--- config.mk ---
export PLATFORM = sky130hd
export DESIGN_NAME = if_prefetch_queue
export DESIGN_NICKNAME = d
export VERILOG_FILES = /design/src/rtl/if_prefetch_queue.sv
export SDC_FILE = /design/constraint.sdc
export NUM_CORES = 1
export LEC_CHECK = 0
export CAP_MARGIN = 30
export CORE_UTILIZATION = 59
export DETAILED_ROUTE_END_ITERATION = 16
export HOLD_SLACK_MARGIN = 0.15
export PLACE_DENSITY = 0.89
export SETUP_SLACK_MARGIN = 0.05
export SLEW_MARGIN = 20
export SYNTH_ARGS = -nofsm -noshare
export SYNTH_HDL_FRONTEND = slang
export SYNTH_SLANG_ARGS = --single-unit
--- constraint.sdc ---
create_clock -name clk -period 4.7 [get_ports clk]
set_input_delay 1.175 -clock clk [delete_from_list [all_inputs] [get_ports clk]]
set_output_delay 1.175 -clock clk [all_outputs]
set_load 0.02 [all_outputs]
--- src/rtl/if_prefetch_queue.sv ---
// Instruction prefetch queue between IF and ID: circular buffer of {PC+4, instr} pairs.
// Optional same-cycle empty-queue bypass is enabled by defining PFQ_BYPASS_EN.
module if_prefetch_queue #(
  parameter int DEPTH = 4
) (
  input  logic                         clk,
  input  logic                         rst_n,
  input  logic                         push_valid,
  output logic                         push_ready,
  input  logic [31:0]                  push_pc4,
  input  logic [31:0]                  push_instr,
  output logic                         pop_valid,
  input  logic                         pop_ready,
  output logic [31:0]                  pop_pc4,
  output logic [31:0]                  pop_instr,
  input  logic                         flush,
  output logic [$clog2(DEPTH+1)-1:0]   count
);

  localparam int PW = $clog2(DEPTH);
  localparam int CW = $clog2(DEPTH + 1);
  localparam logic [CW-1:0] FULL_CNT = CW'(DEPTH);

  logic [63:0]   mem_r [DEPTH];
  logic [PW-1:0] wr_ptr_r;
  logic [PW-1:0] rd_ptr_r;
  logic [CW-1:0] count_r;

  logic          empty_s;
  logic          full_s;
  logic          bypass_s;
  logic          push_fire_s;
  logic          pop_fire_s;
  logic [63:0]   head_s;

  // Occupancy flags and the optional bypass qualifier
  always_comb begin
    empty_s = (count_r == {CW{1'b0}});
    full_s  = (count_r == FULL_CNT);
`ifdef PFQ_BYPASS_EN
    // rst_n gating keeps pop_valid low while reset is held
    bypass_s = empty_s && push_valid && !flush && rst_n;
`else
    bypass_s = 1'b0;
`endif
  end

  // Handshake qualification; a bypassed-and-consumed pair never touches storage
  always_comb begin
    push_fire_s = push_valid && !full_s && !flush && !(bypass_s && pop_ready);
    pop_fire_s  = !empty_s && pop_ready && !flush;
  end

  // Head selection and output gating
  always_comb begin
    if (bypass_s) begin
      head_s = {push_pc4, push_instr};
    end else begin
      head_s = mem_r[rd_ptr_r];
    end
    pop_valid  = !empty_s || bypass_s;
    push_ready = !full_s;
    if (pop_valid) begin
      pop_pc4   = head_s[63:32];
      pop_instr = head_s[31:0];
    end else begin
      pop_pc4   = 32'h0000_0000;
      pop_instr = 32'h0000_0000;
    end
    count = count_r;
  end

  // Pointer and occupancy state; flush outranks push and pop
  always_ff @(posedge clk or negedge rst_n) begin
    if (!rst_n) begin
      wr_ptr_r <= {PW{1'b0}};
      rd_ptr_r <= {PW{1'b0}};
      count_r  <= {CW{1'b0}};
    end else if (flush) begin
      wr_ptr_r <= {PW{1'b0}};
      rd_ptr_r <= {PW{1'b0}};
      count_r  <= {CW{1'b0}};
    end else begin
      if (push_fire_s) begin
        wr_ptr_r <= wr_ptr_r + PW'(1);
      end
      if (pop_fire_s) begin
        rd_ptr_r <= rd_ptr_r + PW'(1);
      end
      case ({push_fire_s, pop_fire_s})
        2'b10:   count_r <= count_r + CW'(1);
        2'b01:   count_r <= count_r - CW'(1);
        default: count_r <= count_r;
      endcase
    end
  end

  // Pair storage; contents are don't-care while unoccupied, so no reset
  always_ff @(posedge clk) begin
    if (push_fire_s) begin
      mem_r[wr_ptr_r] <= {push_pc4, push_instr};
    end
  end

endmodule
# After elaboration in Yosys (flattened, before gate mapping)
# Memory sizes are Yosys's and may differ from the RTL's.
# Index checks and enable logic that the tools add are counted.
[totals] reg_bits=7 ramBits=256 input_bits=69 out_inout_bits=69 word_cells=32 mem_count=1
[op_classes] n_addsub=4 n_eq_ne=3 n_mux=10 reduce_logical=11
[memory_table] name="mem_r" words=4 word_bits=64 read_ports=1 rd_ports_with_merged_regs=0 wr=1 line="24" source="logic [63:0] mem_r [DEPTH];"
[ops] operator="32-bit two-way mux" count=2
[ops] operator="2-bit two-way mux" count=4
[ops] operator="3-bit case mux with 2 select lines" count=1
[ops] operator="2-bit by 1-bit adder with 2-bit output (second input constant)" count=2
[ops] operator="1-bit logical AND" count=4
[ops] operator="2-bit nonzero test" count=2
[ops] operator="3-bit by 1-bit adder with 3-bit output (second input constant)" count=1
[ops] operator="3-bit == test (second input constant)" count=1
[ops] operator="1-bit logical NOT" count=3
[ops] operator="3-bit logical NOT" count=1
[ops] operator="3-bit two-way mux" count=1
[ops] operator="3-bit nonzero test" count=1
[ops] operator="3-bit by 1-bit subtractor with 3-bit output (second input constant)" count=1
[ops] operator="2-bit by 1-bit == test with 1-bit output (second input constant)" count=1
[ops] operator="2-bit == test (second input constant)" count=1
[ops] operator="1-bit two-way mux" count=2

# Depth between registers and ports, before layout
# Gate-level depths: netlist of run 1.
[logic_depth] ltp_word=7 mapped_depth=7 ltp_nobuf=6

# Worst setup path after synthesis of run 1
# No wires, ideal clock.
[synth_path] path_type="in2reg" from="in push_valid" to="mem mem_r[0][0] (enable)" setup_ns=0.429 t_arrival_ns=3.163 t_required_ns=4.271 path_slack_ns=1.108 stages=4 path_buffers=1 path_cell_list="buf_2 inv_1 nor2_1 and3_1"
[synth_via] elab_chain_cells=4
[synth_rtl] element="start: declaration" line="8" source="input logic push_valid,"
[synth_rtl] element="1-bit logical AND (2 in series)" line="50" source="push_fire_s = push_valid && !full_s && !flush && !(bypass_s && pop_ready);"
[synth_rtl] element="1-bit two-way mux" line="100" source="if (push_fire_s) begin"
[synth_rtl] element="1-bit two-way mux (implied by the code)" line="101" source="mem_r[wr_ptr_r] <= {push_pc4, push_instr};"
[synth_rtl] element="end: declaration" line="24"
# No other way between the ends.

# Final worst setup path of run 1
[layout_path] from="reg rd_ptr_r[0]" to="out pop_pc4[21]"
[layout_via] elab_chain_cells=2
[layout_rtl] element="start: declaration" line="26" source="logic [PW-1:0] rd_ptr_r;"
[layout_rtl] element="start signal: assignment" line="77" source="rd_ptr_r <= {PW{1'b0}};"
[layout_rtl] element="start signal: assignment" line="81" source="rd_ptr_r <= {PW{1'b0}};"
[layout_rtl] element="start signal: assignment" line="88" source="rd_ptr_r <= rd_ptr_r + PW'(1);"
[layout_rtl] element="memory read 4 x 64 bit"
[layout_rtl] element="32-bit two-way mux" line="63" source="if (pop_valid) begin"
[layout_rtl] element="end: declaration" line="14" source="output logic [31:0] pop_pc4,"
# No other way between the ends.

==> results of run 1 <==
## logic make-up after synthesis
logic type | synth area share, %
fa+ha+maj | 0.6855
compound gates | 1.237
buf+inv | 1.701
xor+xnor | 0.2571
simple gates | 4.982
mux | 14.21
flops | 76.92
## cell usage after synthesis, drive strengths merged (3+ instances only)
library cell,count,share of area (%)
and2,64,3.9
inv,5,0.18
nor2,5,0.18
a21oi,4,0.20
dfrtp,7,1.7
clkbuf,9,0.34
nand2,3,0.11
and3,4,0.24
nand3,3,0.15
buf,18,1.2
ha,4,0.49
edfxtp,256,75
mux4,64,14
## state kept, by name (all words and copies together), names as in the netlist
| signal | cells |
|---|---|
| mem_r | 256 |
| wr_ptr_r | 2 |
| rd_ptr_r | 2 |
| count | 3 |
## through the flow
stage,instances,utilization (%)
floorplan,470,-
global placement,806,70.70
detailed placement,807,70.82
CTS,855,76.18
global route,855,76.18
finish,855,76.18
## area by class of cell
type | count | area [µm²] | share of cell area [%]
Sequential cell | 263 | 7870 | 61.64
Tap cell | 220 | 275.3 | 2.156
Multi-Input combinational cell | 175 | 2206 | 17.28
Timing Repair Buffer | 144 | 1499 | 11.74
Clock inverter | 17 | 207.7 | 1.627
Inverter | 5 | 18.77 | 0.1470
Clock buffer | 31 | 690.7 | 5.410
## layer usage
metal  vias to the layer above  global-route usage, %  part of all wire, %
li1                       2201                      -                    -
met1                      2602                  32.23                   40
met2                       219                  40.36                   53
met3                        34                  3.311                  6.0
met4                         0                  5.114                  1.6
met5                         -                      0                    0
## power groups by stage
stage,combinational (mW),sequential (mW),clock (mW)
6_report,1.47,2.77,2.15
5_1_grt,1.56,2.79,2.27
4_1_cts,1.49,2.78,2.18
3_5_place_dp,1.48,2.82,0
3_3_place_gp,1.43,2.81,0
2_1_floorplan,0.921,2.74,0
## tightest hold or removal path: stages (launching register included)
cell     delay [ns]
dfrtp_1        0.41
o21ai_0        0.12
a21oi_1        0.08
## worst max-delay path by stage
| stage | startpoint | end | slack (ns) |
|---|---|---|---|
| detailed placement | rd_ptr_r[0]$_DFFE_PN0P_ | pop_pc4[4] | 1.03 |
| finish | rd_ptr_r[0]$_DFFE_PN0P_ | pop_pc4[21] | 0.51 |
| floorplan | push_valid | mem_r[0][0]$_DFFE_PP_ | 1.11 |
| global route | rd_ptr_r[0]$_DFFE_PN0P_ | pop_pc4[21] | 0.33 |
| CTS | rd_ptr_r[0]$_DFFE_PN0P_ | pop_pc4[21] | 0.42 |
| global placement | rd_ptr_r[0]$_DFFE_PN0P_ | pop_instr[0] | 1.05 |
## layout by cell type (no fill, tap or decap), types with 2 or more instances in the layout
cell type,count
clkbuf_1,4
clkbuf_16,27
xor2_1,2
a21oi_1,4
buf_12,6
clkinv_2,6
dfrtp_4,2
o21ai_0,2
bufinv_16,5
mux4_2,64
edfxtp_1,256
nor2_1,5
and2_1,64
and3_4,4
nand2b_1,2
dfrtp_1,5
ha_1,4
inv_1,5
nand3_1,3
clkdlybuf4s50_1,137
clkinv_1,5
nand2_1,3
==> flow_summary.html, run 1 <==
<table>
<tr><th>Metric</th><th>Value</th></tr>
<tr><th colspan="2">Floorplanning</th></tr>
<tr><td>Die Ht</td><td>133.6 µm</td></tr>
<tr><td>Overall die area</td><td>17850 µm²</td></tr>
<tr><td>Effective utilization at floorplan</td><td>60.99%</td></tr>
<tr><td>Rows</td><td>47</td></tr>
<tr><td>Width of the chip</td><td>133.6 µm</td></tr>
<tr><td>Total I/O pin count</td><td>138</td></tr>
<tr><td>Area inside the core boundary</td><td>16760 µm²</td></tr>
<tr><th colspan="2">Power</th></tr>
<tr><td>Final Total Pwr</td><td>6.393 mW</td></tr>
<tr><td>Combinational share of power</td><td>23.0%</td></tr>
<tr><td>Cell internal power dissipation</td><td>4.761 mW</td></tr>
<tr><td>Static Leak</td><td>4.077 nW</td></tr>
<tr><td>Register share of total power</td><td>43.4%</td></tr>
<tr><td>Net load switching power</td><td>1.632 mW</td></tr>
<tr><td>Switching power share of the total</td><td>25.52%</td></tr>
<tr><td>Clk pwr share</td><td>33.6%</td></tr>
<tr><td>Power density over the cells</td><td>500.7 nW/µm²</td></tr>
<tr><td>VDD IR max</td><td>0.3404 mV</td></tr>
<tr><th colspan="2">Job</th></tr>
<tr><td>Maximum Capacitance Violations</td><td>0</td></tr>
<tr><th colspan="2">Synth</th></tr>
<tr><td>Cells after Synth</td><td>470</td></tr>
<tr><td>Flops &amp; latches, synth</td><td>263</td></tr>
<tr><td>Proportion of synthesized chip area in sequential cells</td><td>76.92%</td></tr>
<tr><td>Synth warnings</td><td>0</td></tr>
<tr><td>Cell area after synthesis</td><td>10220 µm²</td></tr>
<tr><td>Post-Synthesis Mean Instance Area</td><td>21.75 µm²</td></tr>
<tr><td>Post-Syn Nets</td><td>544</td></tr>
<tr><td>Share of synthesized registers carrying an async set or reset</td><td>2.662%</td></tr>
<tr><td>Number of synthesized flops with an enable pin</td><td>256</td></tr>
<tr><td>Most common flop cell mapped by yosys</td><td>edfxtp_1</td></tr>
<tr><td>Unique masters post-synth</td><td>37</td></tr>
<tr><th colspan="2">Min path</th></tr>
<tr><td>Class of the worst hold path</td><td>flip-flop to flip-flop</td></tr>
<tr><td>Hold wc startpoint</td><td>wr_ptr_r[0]$_DFFE_PN0P_</td></tr>
<tr><td>Worst Hold End</td><td>wr_ptr_r[0]$_DFFE_PN0P_</td></tr>
<tr><td>Worst Hold Path Cells</td><td>2</td></tr>
<tr><th colspan="2">Finish</th></tr>
<tr><td>Number of fill cells</td><td>895</td></tr>
<tr><td># nets final</td><td>689</td></tr>
<tr><td>ANT cells</td><td>0</td></tr>
<tr><td>Finished layout cell area</td><td>12770 µm²</td></tr>
<tr><td>Growth of design area from synthesis to finish</td><td>24.91%</td></tr>
<tr><td>Fraction of final layout cells sized beyond drive strength 1</td><td>18.90%</td></tr>
<tr><th colspan="2">Timing</th></tr>
<tr><td>Final Hold Viols</td><td>0</td></tr>
<tr><td>Maximum frequency from static timing analysis</td><td>238.6 MHz</td></tr>
<tr><td>Final slew viol count</td><td>0</td></tr>
<tr><td>Setup violations, final</td><td>0</td></tr>
<tr><td>RSZ-0062 raised after global routing</td><td>false</td></tr>
<tr><td>Setup TNS</td><td>0 ns</td></tr>
<tr><td>Final Cycle Share</td><td>89.19%</td></tr>
<tr><td>Final worst clock skew</td><td>0.008744 ns</td></tr>
<tr><td>Tightest hold margin</td><td>0.6471 ns</td></tr>
<tr><td>Final worst setup slack</td><td>0.5082 ns</td></tr>
<tr><td>Measured slew at the worst slew-check pin</td><td>0.9599 ns</td></tr>
<tr><td>Worst slew margin</td><td>36.01%</td></tr>
<tr><td>Minimum period implied by the final worst setup slack</td><td>4.192 ns</td></tr>
<tr><th colspan="2">Route</th></tr>
<tr><td>Drt first pass iters</td><td>5</td></tr>
<tr><td>Post-DR vias/cell</td><td>5.913</td></tr>
<tr><td>Vias</td><td>5056</td></tr>
<tr><td>Number of design rule violations left after detail routing</td><td>0</td></tr>
<tr><td>WL/cell</td><td>23.18 µm</td></tr>
<tr><td>Post-DRT Antenna Nets</td><td>0</td></tr>
<tr><td>Number of design-rule violations left by the first detailed-router iteration</td><td>316</td></tr>
<tr><td>Final routed wirelength across all metal layers</td><td>19820 µm</td></tr>
<tr><th colspan="2">Worst setup path</th></tr>
<tr><td>Levels on crit path</td><td>4</td></tr>
<tr><td>Buffers and inverters on the worst path</td><td>2</td></tr>
<tr><td>Data required time of the critical path</td><td>3.52 ns</td></tr>
<tr><td>Arrival time at the worst endpoint</td><td>3.02 ns</td></tr>
<tr><td>Dominant delay contributor by cell family on the critical path</td><td>buffers and inverters</td></tr>
<tr><td>Kind of critical path</td><td>flip-flop to output pin</td></tr>
<tr><td>Number of cells traversed by the worst register-to-register path</td><td>5</td></tr>
<tr><td>Worst reg2reg setup slack</td><td>2.39 ns</td></tr>
<tr><td>Cell Chain, Critical Path</td><td>buf_12 -&gt; mux4_2 -&gt; and2_1 -&gt; clkdlybuf4s50_1</td></tr>
<tr><td>Worst setup EP type</td><td>output pin</td></tr>
<tr><td>Stage delay of the slowest cell on the critical path</td><td>0.85 ns</td></tr>
<tr><td>Endpoint of the lowest-slack register-to-register path</td><td>count[2]$_DFFE_PN0P_</td></tr>
<tr><td>Crit Reg-Reg Startpoint</td><td>count[1]$_DFFE_PN0P_</td></tr>
<tr><td>Critical path's slowest cell</td><td>dfrtp_4</td></tr>
<tr><td>Biggest fanout along the worst timing path</td><td>32</td></tr>
<tr><td>Kind of start point of the critical path</td><td>flip-flop</td></tr>
<tr><th colspan="2">Global routing</th></tr>
<tr><td>Wire length of the first global-routing pass</td><td>31080 µm</td></tr>
<tr><td>Maximum number of pins on one net before global-route repair</td><td>66</td></tr>
<tr><td>Total global-route track usage</td><td>23.41%</td></tr>
<tr><td>Number of antenna violations at the first check in global routing</td><td>0</td></tr>
<tr><td>Final global-route overflow total</td><td>0</td></tr>
<tr><td>Number of global-route vias before repair</td><td>5438</td></tr>
<tr><th colspan="2">Place</th></tr>
<tr><td>Final weighted congestion in routability-driven placement</td><td>0.7460</td></tr>
<tr><td>Place WS</td><td>1.026 ns</td></tr>
<tr><td>Hpwl dp</td><td>11530 µm</td></tr>
<tr><td>Area after detailed placement</td><td>11870 µm²</td></tr>
<tr><td>Port bufs</td><td>137</td></tr>
<tr><th colspan="2">Clock tree</th></tr>
<tr><td>Clock insertion delay at the later pin of the skew report</td><td>0.51 ns</td></tr>
<tr><td>Clock sink count</td><td>263</td></tr>
<tr><td>Number of gates resized after cts</td><td>0</td></tr>
<tr><td>Deepest clock path buffer count</td><td>3</td></tr>
<tr><td>H-tree depth</td><td>1</td></tr>
<tr><td>Number of buffers inserted by hold repair at cts</td><td>0</td></tr>
<tr><td>Clock-pin slew on the worst setup and hold paths</td><td>0.06 ns</td></tr>
<tr><td>CTS Root Buffer Type</td><td>clkbuf_16</td></tr>
<tr><td>Post-CTS setup-driven buffer insertion count</td><td>0</td></tr>
<tr><td>TritonCTS clock tree</td><td>done</td></tr>
<tr><td>Cts bufs inserted</td><td>26</td></tr>
<tr><th colspan="2">Run status</th></tr>
<tr><td>Run status</td><td>finished, final reports clean</td></tr>
</table>
Power figures use the tool's default switching activity.
==> inputs of run 2 (changes only) <==
--- a/config.mk
+++ b/config.mk
@@ -7,6 +7,7 @@
 export LEC_CHECK = 0
 export CAP_MARGIN = 30
 export CORE_UTILIZATION = 59
+export CTS_CLUSTER_SIZE = 20
 export DETAILED_ROUTE_END_ITERATION = 16
 export HOLD_SLACK_MARGIN = 0.15
 export PLACE_DENSITY = 0.89
==> results of run 2 <==
Final layout, timing and power as in run 1 (identical DEF).
==> inputs of run 3 (changes only) <==
--- a/config.mk
+++ b/config.mk
@@ -5,12 +5,13 @@
 export SDC_FILE = /design/constraint.sdc
 export NUM_CORES = 1
 export LEC_CHECK = 0
+export ABC_CLOCK_PERIOD_IN_PS = 4700
 export CAP_MARGIN = 30
-export CORE_UTILIZATION = 59
+export CORE_UTILIZATION = 30
 export CTS_CLUSTER_SIZE = 20
 export DETAILED_ROUTE_END_ITERATION = 16
 export HOLD_SLACK_MARGIN = 0.15
-export PLACE_DENSITY = 0.89
+export PLACE_DENSITY = 0.53
 export SETUP_SLACK_MARGIN = 0.05
 export SLEW_MARGIN = 20
 export SYNTH_ARGS = -nofsm -noshare
==> flow_summary.html, run 3 (synthesis gave the netlist of run 1 again) <==
<table>
<tr><th>Metric</th><th>Value</th></tr>
<tr><th colspan="2">Power</th></tr>
<tr><td>Cell internal power dissipation</td><td>4.671 mW</td></tr>
<tr><td>Net load switching power</td><td>1.699 mW</td></tr>
<tr><td>Static Leak</td><td>4.101 nW</td></tr>
<tr><td>Combinational share of power</td><td>23.6%</td></tr>
<tr><td>Final Total Pwr</td><td>6.371 mW</td></tr>
<tr><td>VDD IR max</td><td>0.2346 mV</td></tr>
<tr><td>Switching power share of the total</td><td>26.68%</td></tr>
<tr><td>Power density over the cells</td><td>486.7 nW/µm²</td></tr>
<tr><td>Register share of total power</td><td>43.1%</td></tr>
<tr><td>Clk pwr share</td><td>33.2%</td></tr>
<tr><th colspan="2">Route</th></tr>
<tr><td>Length of routed met2 wiring</td><td>10700 µm</td></tr>
<tr><td>Met3 Routed Length</td><td>1183 µm</td></tr>
<tr><td>Vias</td><td>4970</td></tr>
<tr><td>Final routed wirelength across all metal layers</td><td>21410 µm</td></tr>
<tr><td>Number of design-rule violations left by the first detailed-router iteration</td><td>277</td></tr>
<tr><td>Top metal layer carrying routed signals</td><td>met4</td></tr>
<tr><td>WL/cell</td><td>19.52 µm</td></tr>
<tr><td>Post-DR vias/cell</td><td>4.531</td></tr>
<tr><td>Number of design rule violations left after detail routing</td><td>0</td></tr>
<tr><td>Drt first pass iters</td><td>4</td></tr>
<tr><td>Routed metal-1 wire length</td><td>9180 µm</td></tr>
<tr><td>Post-DRT Antenna Nets</td><td>0</td></tr>
<tr><th colspan="2">Timing</th></tr>
<tr><td>Final slew viol count</td><td>0</td></tr>
<tr><td>Maximum frequency from static timing analysis</td><td>239.5 MHz</td></tr>
<tr><td>Final worst clock skew</td><td>0.01948 ns</td></tr>
<tr><td>Worst slew margin</td><td>50.06%</td></tr>
<tr><td>Setup TNS</td><td>0 ns</td></tr>
<tr><td>Setup violations, final</td><td>0</td></tr>
<tr><td>Final Hold Viols</td><td>0</td></tr>
<tr><td>Measured slew at the worst slew-check pin</td><td>0.7491 ns</td></tr>
<tr><td>Tightest hold margin</td><td>0.6030 ns</td></tr>
<tr><td>Minimum period implied by the final worst setup slack</td><td>4.175 ns</td></tr>
<tr><td>Final Cycle Share</td><td>88.84%</td></tr>
<tr><td>RSZ-0062 raised after global routing</td><td>false</td></tr>
<tr><td>Final worst setup slack</td><td>0.5245 ns</td></tr>
<tr><th colspan="2">Clock tree</th></tr>
<tr><td>TritonCTS clock tree</td><td>done</td></tr>
<tr><td>Cts bufs inserted</td><td>28</td></tr>
<tr><td>Number of gates resized after cts</td><td>0</td></tr>
<tr><td>H-tree depth</td><td>1</td></tr>
<tr><td>Post-CTS setup-driven buffer insertion count</td><td>0</td></tr>
<tr><td>Deepest clock path buffer count</td><td>3</td></tr>
<tr><td>Clock insertion delay at the later pin of the skew report</td><td>0.54 ns</td></tr>
<tr><td>Clock sink count</td><td>263</td></tr>
<tr><td>CTS Root Buffer Type</td><td>clkbuf_16</td></tr>
<tr><td>Clock-pin slew on the worst setup and hold paths</td><td>0.06 ns</td></tr>
<tr><td>Number of buffers inserted by hold repair at cts</td><td>0</td></tr>
<tr><th colspan="2">Global routing</th></tr>
<tr><td>Final global-route overflow total</td><td>0</td></tr>
<tr><td>Number of antenna violations at the first check in global routing</td><td>2</td></tr>
<tr><td>Total global-route track usage</td><td>12.46%</td></tr>
<tr><td>Maximum number of pins on one net before global-route repair</td><td>44</td></tr>
<tr><td>Number of global-route vias before repair</td><td>5522</td></tr>
<tr><td>Wire length of the first global-routing pass</td><td>33140 µm</td></tr>
<tr><th colspan="2">Worst setup path</th></tr>
<tr><td>Stage delay of the slowest cell on the critical path</td><td>0.87 ns</td></tr>
<tr><td>Kind of start point of the critical path</td><td>flip-flop</td></tr>
<tr><td>Arrival time at the worst endpoint</td><td>3.00 ns</td></tr>
<tr><td>Critical path's slowest cell</td><td>or3_2</td></tr>
<tr><td>Worst setup EP type</td><td>output pin</td></tr>
<tr><td>Crit Reg-Reg Startpoint</td><td>count[1]$_DFFE_PN0P_</td></tr>
<tr><td>Cell Chain, Critical Path</td><td>or3_2 -&gt; buf_4 -&gt; and2_1 -&gt; clkdlybuf4s50_1</td></tr>
<tr><td>Worst reg2reg setup slack</td><td>2.40 ns</td></tr>
<tr><td>Biggest fanout along the worst timing path</td><td>30</td></tr>
<tr><td>Kind of critical path</td><td>flip-flop to output pin</td></tr>
<tr><td>Data required time of the critical path</td><td>3.52 ns</td></tr>
<tr><td>Number of cells traversed by the worst register-to-register path</td><td>4</td></tr>
<tr><td>Dominant delay contributor by cell family on the critical path</td><td>simple AND/OR/NAND/NOR gates</td></tr>
<tr><td>Levels on crit path</td><td>4</td></tr>
<tr><td>Buffers and inverters on the worst path</td><td>2</td></tr>
<tr><td>Endpoint of the lowest-slack register-to-register path</td><td>mem_r[3][19]$_DFFE_PP_</td></tr>
<tr><th colspan="2">Finish</th></tr>
<tr><td>Commonest non-fill, non-tap cell in the layout</td><td>edfxtp_1</td></tr>
<tr><td>Fraction of final layout cells sized beyond drive strength 1</td><td>20.65%</td></tr>
<tr><td>Register containing the most flip-flops in the final layout</td><td>mem_r</td></tr>
<tr><td>Leading cell types in the layout, fill and taps excluded</td><td>edfxtp_1, clkdlybuf4s50_1, mux4_2, and2_1, clkbuf_16</td></tr>
<tr><td>Finished layout cell area</td><td>13090 µm²</td></tr>
<tr><td>Growth of design area from synthesis to finish</td><td>28.07%</td></tr>
<tr><td>Largest register FFs</td><td>256</td></tr>
<tr><td># nets final</td><td>701</td></tr>
<tr><td>Number of fill cells</td><td>3080</td></tr>
<tr><td>ANT cells</td><td>0</td></tr>
<tr><td>Core occupancy in the finished layout</td><td>39.04%</td></tr>
<tr><td>Cell Count, Final, Fillers Out</td><td>1097</td></tr>
<tr><th colspan="2">Floorplanning</th></tr>
<tr><td>Overall die area</td><td>34810 µm²</td></tr>
<tr><td>Effective utilization at floorplan</td><td>30.48%</td></tr>
<tr><td>Rows</td><td>67</td></tr>
<tr><td>Total I/O pin count</td><td>138</td></tr>
<tr><td>Area inside the core boundary</td><td>33530 µm²</td></tr>
<tr><td>Die Ht</td><td>186.6 µm</td></tr>
<tr><td>Width of the chip</td><td>186.6 µm</td></tr>
<tr><th colspan="2">Min path</th></tr>
<tr><td>Worst Hold End</td><td>wr_ptr_r[1]$_DFFE_PN0P_</td></tr>
<tr><td>Worst Hold Path Cells</td><td>2</td></tr>
<tr><td>Class of the worst hold path</td><td>flip-flop to flip-flop</td></tr>
<tr><td>Hold wc startpoint</td><td>wr_ptr_r[1]$_DFFE_PN0P_</td></tr>
<tr><th colspan="2">Place</th></tr>
<tr><td>Hpwl dp</td><td>13150 µm</td></tr>
<tr><td>Post-placement cell count</td><td>1045</td></tr>
<tr><td>Final weighted congestion in routability-driven placement</td><td>0.6977</td></tr>
<tr><td>Port bufs</td><td>137</td></tr>
<tr><td>Area after detailed placement</td><td>12190 µm²</td></tr>
<tr><td>Place WS</td><td>0.9887 ns</td></tr>
<tr><th colspan="2">Job</th></tr>
<tr><td>Maximum Capacitance Violations</td><td>0</td></tr>
<tr><th colspan="2">Run status</th></tr>
<tr><td>Run status</td><td>finished, final reports clean</td></tr>
</table>
run 3: cell count changes in the layout (fill, tap and decap cells not counted), sizes merged:
cell and change:
buf +10, clkinv +2, inv -1, bufinv -3, clkinvlp +6
run 3: final cells by class:
class	instances	area, µm²	area share [%]
clock inverters	21	165.2	1.262
multi-input cells	175	2206	16.85
flip-flops and latches	263	7870	60.12
clock buffers	31	733.2	5.601
inverters	5	18.77	0.1434
well taps	448	560.5	4.282
repair buffers	154	1536	11.74
run 3: worst max-delay path by stage:
stage                               from                    end  slack, ns
finish              count[1]$_DFFE_PN0P_          pop_instr[10]       0.52
global route        count[1]$_DFFE_PN0P_          pop_instr[10]       0.36
CTS                 count[1]$_DFFE_PN0P_          pop_instr[10]       0.44
detailed placement            push_valid  mem_r[0][5]$_DFFE_PP_       0.99
global placement              push_valid  mem_r[3][5]$_DFFE_PP_       1.09
floorplan                     push_valid  mem_r[0][0]$_DFFE_PP_       1.11
run 3: routing by layer:
layer | up-vias | track usage (%)
li1 | 2224 | -
met1 | 2596 | 16.12
met2 | 123 | 21.30
met3 | 27 | 2.765
met4 | 0 | 2.932
met5 | - | 0
run 3: worst reg2reg max path, cell delays in order, from the launching register on:
cell     delay [ns]
dfrtp_1        0.61
nor3b_1        0.15
inv_1          0.23
and3_4         0.67
buf_4          0.34
run 3: power by group through the flow:
| stage | sequential [mW] | combinational (mW) | clock (mW) |
|---|---|---|---|
| floorplan | 2.74 | 0.921 | 0 |
| global placement | 2.79 | 1.53 | 0 |
| detailed placement | 2.80 | 1.55 | 0 |
| CTS | 2.75 | 1.55 | 2.17 |
| global route | 2.76 | 1.62 | 2.26 |
| finish | 2.75 | 1.51 | 2.12 |
